File: src/rtl/seven_segment_display_decoder.sv
// Reads back a multiplexed 4-digit active-low 7-segment display: synchronizes the pins,
// filters transients, decodes each digit to BCD and publishes complete frames as BCD and binary.
module seven_segment_display_decoder #(
  parameter int STABLE_CYCLES = 1024
) (
  input  logic        clock_100Mhz,
  input  logic        reset,
  input  logic [3:0]  anode_in,
  input  logic [6:0]  seg_in,
  output logic [15:0] digits,
  output logic [13:0] value,
  output logic        value_valid,
  output logic        frame_valid,
  output logic        anode_err,
  output logic        seg_err
);

  localparam int CW = $clog2(STABLE_CYCLES + 1);
  localparam logic [CW-1:0] CNT_SAT = CW'(STABLE_CYCLES);
  localparam logic [CW-1:0] CNT_CAP = CW'(STABLE_CYCLES - 1);

  logic [10:0]   r_sync1;
  logic [10:0]   r_sync2;
  logic [10:0]   r_prev;
  logic [CW-1:0] r_stable_cnt;
  logic [15:0]   r_stage;
  logic [3:0]    r_mask;

  logic          w_same;
  logic          w_capture;
  logic [3:0]    w_anode;
  logic [6:0]    w_seg;
  logic          w_seg_ok;
  logic [3:0]    w_bcd;
  logic          w_dig_sel;
  logic [1:0]    w_idx;
  logic [15:0]   w_stage_next;
  logic [3:0]    w_mask_next;
  logic          w_anode_bad;
  logic          w_seg_bad;
  logic          w_frame_done;
  logic [13:0]   w_value_next;

  assign w_anode   = r_sync2[10:7];
  assign w_seg     = r_sync2[6:0];
  assign w_same    = (r_sync2 == r_prev);
  // Count saturates at STABLE_CYCLES, so the capture match happens once per steady interval.
  assign w_capture = w_same && (r_stable_cnt == CNT_CAP);

  always_comb begin
    w_seg_ok = 1'b1;
    w_bcd    = 4'd0;
    case (w_seg)
      7'b0000001: w_bcd = 4'd0;
      7'b1001111: w_bcd = 4'd1;
      7'b0010010: w_bcd = 4'd2;
      7'b0000110: w_bcd = 4'd3;
      7'b1001100: w_bcd = 4'd4;
      7'b0100100: w_bcd = 4'd5;
      7'b0100000: w_bcd = 4'd6;
      7'b0001111: w_bcd = 4'd7;
      7'b0000000: w_bcd = 4'd8;
      7'b0000100: w_bcd = 4'd9;
      default:    w_seg_ok = 1'b0;
    endcase
  end

  always_comb begin
    w_dig_sel = 1'b1;
    w_idx     = 2'd0;
    case (w_anode)
      4'b0111: w_idx = 2'd3;
      4'b1011: w_idx = 2'd2;
      4'b1101: w_idx = 2'd1;
      4'b1110: w_idx = 2'd0;
      default: w_dig_sel = 1'b0;
    endcase
  end

  always_comb begin
    w_stage_next = r_stage;
    w_mask_next  = r_mask;
    w_anode_bad  = 1'b0;
    w_seg_bad    = 1'b0;
    if (w_capture) begin
      if (w_dig_sel) begin
        if (w_seg_ok) begin
          w_stage_next[{w_idx, 2'b00} +: 4] = w_bcd;
          w_mask_next[w_idx]                = 1'b1;
        end else begin
          w_mask_next[w_idx] = 1'b0;
          w_seg_bad          = 1'b1;
        end
      end else if (w_anode != 4'b1111) begin
        w_anode_bad = 1'b1;
      end
    end
  end

  assign w_frame_done = (w_mask_next == 4'b1111);
  assign w_value_next = {10'd0, w_stage_next[15:12]} * 14'd1000
                      + {10'd0, w_stage_next[11:8]}  * 14'd100
                      + {10'd0, w_stage_next[7:4]}   * 14'd10
                      + {10'd0, w_stage_next[3:0]};

  always_ff @(posedge clock_100Mhz or posedge reset) begin
    if (reset) begin
      r_sync1      <= '1;
      r_sync2      <= '1;
      r_prev       <= '1;
      r_stable_cnt <= '0;
      r_stage      <= '0;
      r_mask       <= '0;
      digits       <= '0;
      value        <= '0;
      value_valid  <= 1'b0;
      frame_valid  <= 1'b0;
      anode_err    <= 1'b0;
      seg_err      <= 1'b0;
    end else begin
      r_sync1 <= {anode_in, seg_in};
      r_sync2 <= r_sync1;
      r_prev  <= r_sync2;
      if (!w_same) begin
        r_stable_cnt <= '0;
      end else if (r_stable_cnt != CNT_SAT) begin
        r_stable_cnt <= r_stable_cnt + 1'b1;
      end
      r_stage     <= w_stage_next;
      r_mask      <= w_frame_done ? 4'b0000 : w_mask_next;
      frame_valid <= w_frame_done;
      anode_err   <= w_anode_bad;
      seg_err     <= w_seg_bad;
      if (w_frame_done) begin
        digits      <= w_stage_next;
        value       <= w_value_next;
        value_valid <= 1'b1;
      end
    end
  end

endmodule

File: config.mk
export PLATFORM = sky130hd
export DESIGN_NAME = seven_segment_display_decoder
export DESIGN_NICKNAME = d
export VERILOG_FILES = /design/src/rtl/seven_segment_display_decoder.sv
export SDC_FILE = /design/constraint.sdc
export NUM_CORES = 1
export LEC_CHECK = 0
export CAP_MARGIN = 20
export CORE_MARGIN = 3
export CORE_UTILIZATION = 65
export CTS_BUF_LIST = sky130_fd_sc_hd__clkbuf_4
export CTS_CLUSTER_SIZE = 12
export DETAILED_ROUTE_END_ITERATION = 8
export PLACE_DENSITY = 0.88
export SETUP_SLACK_MARGIN = 0.02
export SYNTH_ARGS = -nofsm -noshare
export SYNTH_HDL_FRONTEND = slang
export SYNTH_SLANG_ARGS = --single-unit
File: constraint.sdc
create_clock -name clock_100Mhz -period 17.7 [get_ports clock_100Mhz]
set_input_delay 3.54 -clock clock_100Mhz [delete_from_list [all_inputs] [get_ports clock_100Mhz]]
set_output_delay 3.54 -clock clock_100Mhz [all_outputs]
set_load 0.01 [all_outputs]
==> summary.txt <==
Die area: 10100 sq um
Fin crit share: 0.389
Design area: 6520 sq um
Slowest-stage cell, CP: mux2i_1
Crit-path cells: nand4b_4 > or3_1 > and3_1 > a2111oi_4 > mux2i_1 > fa_1 > inv_1 > fa_1 > inv_1 > ha_1 > a21o_1 > a21oi_1 > xor2_1 > ha_1 > ha_1 > ha_1 > nor3_1 > o211ai_1 > a41oi_1 > xnor2_1 > mux2_2
IO buf count: 46
Critical path data arrival time: 7.24 ns
Area growth, synth to finish: 11.8%
Clock Skew: 0.0146 ns
Max clock buf depth: 2
Net Count, Synth: 584
Initial Util: 0.689
Leak: 3.12 nW
Final Max Slew Viols: 0
Die W: 101 microns
Fin crit period: 6.88 ns
RSZ-0062 raised after global routing: no
Sequential-to-total area share from yosys stat: 0.423
Top Usage Layer GRT: met2
Outcome: finished, final reports clean
CTS tree: yes
Clock Latency Late Sink: 0.45 ns
RD Place Congestion: 0.883
Slowest stage delay, CP: 0.69 ns
Die height: 101 microns
Post-Route WL: 11200 microns
Vias in the first global route: 4111
Critical Path Fanout Max: 10
Vias per cell: 5.80
DPL Wire Length: 8320 microns
First-pass GRT wire length: 19300 microns
Fillers: 515
Achievable Freq: 145 MHz
Worst EP required: 18.05 ns
Floorplan row count: 33
Worst Setup End Kind: flop
Initial DRC Count: 187
Largest net degree at the start of global routing: 83
Crit path launch type: flop
Total of max-cap violations: 0
Core area: 8460 sq um
Dpl cell area: 6350 sq um
Cell Area, Synth: 5830 sq um
CTS Hold Bufs: 0
Power per standard cell area: 59.5 nW/um^2
Drt wl/cell: 17.2 microns
Clock sink count: 97
Min-Delay Path Class: reg2reg
Final setup fails: 0
Syn Area/Cell: 11.8 sq um
Total GRT Usage: 0.240
Critical path class: reg2reg
Yosys reg bits: 97
Root buf cell: clkbuf_4
Final #Nets: 631
Tot Pwr: 388 uW
Post-Syn Instances: 496
Number of buffers created by CTS: 9
Post_cts resized: 0
Met3 Use GR: 0.0574
Post-DRT Antenna Nets: 0
EDFF count, synth: 0
H-tree depth: 3
Met2 Track Usage GR: 0.429
Vias post-DR: 3789
Ys flop type: dfrtp_1
Worst slew pin tran: 0.950 ns
Cell with the most instances on the worst path: ha_1
DRT Pass-1 Iters: 4
Grt ovf: 0
Residual DRC count: 0
Top Ports: 47
Layout cells sized above 1: 0.182
Post-CTS Setup Repair Bufs: 0
Async S/R FF share, synth: 1.00
Peak VDD IR: 0.0000375 V
Final count of hold timing violations: 0
Initial antenna violation count: 0
Distinct cells, synth: 55
Final core utilization: 0.770
Diodes inserted: 0
TNS Setup: 0 ns
Yosys warnings: 0
Max transition margin: 0.348
Clk slew on worst S/H paths: 0.15 ns
Met1 Resource Use GR: 0.279
[worst max-delay path: cells and delay by family (launching register included)]
kind / cells / cell delay (ns)
flops: 1 / 0.64
buf+inv: 2 / 0.22
simple gates: 4 / 1.17
compound gates: 5 / 1.43
fa+ha+maj: 6 / 2.10
xor+xnor: 2 / 0.28
mux: 2 / 0.96
[path summary, 6_finish.rpt]
path / from / end / slack [ns] / depth (start not counted)
worst min register to register: r_sync1[2] / r_sync2[2] / 0.36 / 0
min in group asynchronous: reset / value[10] / 3.32 / 2
max in group asynchronous: reset / r_mask[1] / 13.12 / 3
worst max register to register: r_sync2[3] / value[13] / 10.82 / 21
worst max-delay path: r_sync2[3] / value[13] / 10.82 / 21
worst min-delay path: r_sync1[2] / r_sync2[2] / 0.36 / 0
[synthesized netlist by cell type (12+ instances only)]
cell type / n / area share
inv_1: 55 / 0.035
xor2_1: 21 / 0.032
fa_1: 17 / 0.058
nor2_1: 34 / 0.022
xnor2_1: 18 / 0.027
nand2_1: 17 / 0.011
nand3_1: 12 / 0.010
ha_1: 58 / 0.12
dfrtp_1: 64 / 0.27
nor3_1: 13 / 0.011
dfstp_2: 33 / 0.15
mux2_2: 30 / 0.058
a21oi_1: 13 / 0.011
[stage by stage]
stage          std cells  hold WS, ns  setup WS (ns)
3_3_place_gp         637        0.347          11.25
5_1_grt              653        0.362          10.35
6_report             653        0.365          10.82
4_1_cts              653        0.359          10.90
2_1_floorplan        496        0.345          11.57
3_5_place_dp         637        0.347          10.93
[logic make-up after synthesis]
logic type	synth area share
and+or+nand+nor	0.117
DFF	0.423
adders and majority gates	0.185
buffers and inverters	0.0506
AOI/OAI and AO/OA	0.0719
muxes	0.0940
xor gates and xnor gates	0.0586
[sequential cells by signal (all words and copies together), names as in the netlist]
register,flops
r_sync1,11
seg_err,1
digits,16
r_prev,11
value,13
r_stable_cnt,11
r_stage,16
r_sync2,11
frame_valid,1
r_mask,4
value_valid,1
anode_err,1
[cell type report]
| class | count | area, sq um | area share |
|---|---|---|---|
| clock inverter | 5 | 88.8 | 0.0136 |
| tap | 105 | 131 | 0.0202 |
| sequential | 97 | 2470 | 0.379 |
| clock buffer | 11 | 82.6 | 0.0127 |
| inverter | 56 | 211 | 0.0324 |
| multi-input combinational | 332 | 3070 | 0.471 |
| timing repair buffer | 47 | 468 | 0.0718 |
[cells in the final DEF (no fill, tap or decap), drive strengths merged, types with 6 or more instances in the layout]
master / count
dfstp: 33
mux2: 38
xnor2: 18
xor2: 21
nor4: 7
and3: 9
mux2i: 9
fa: 17
nand3: 12
o21ai: 6
dfrtp: 64
nor3: 14
nor2: 34
clkdlybuf4s50: 46
o21a: 6
clkbuf: 11
inv: 56
a21oi: 13
nand2: 17
ha: 58
[report_power, final]
group / switching, mW / internal (mW)
clock network: 0.0736 / 0.0621
registers: 0.00394 / 0.229
logic: 0.0125 / 0.00685
total: 0.0900 / 0.298
[layer usage]
layer  part of all wire  wire (microns)
met5                  0               0
met4              0.035             397
met3              0.035             395
met2               0.53            5990
met1               0.40            4460
Power figures use the tool's default switching activity.
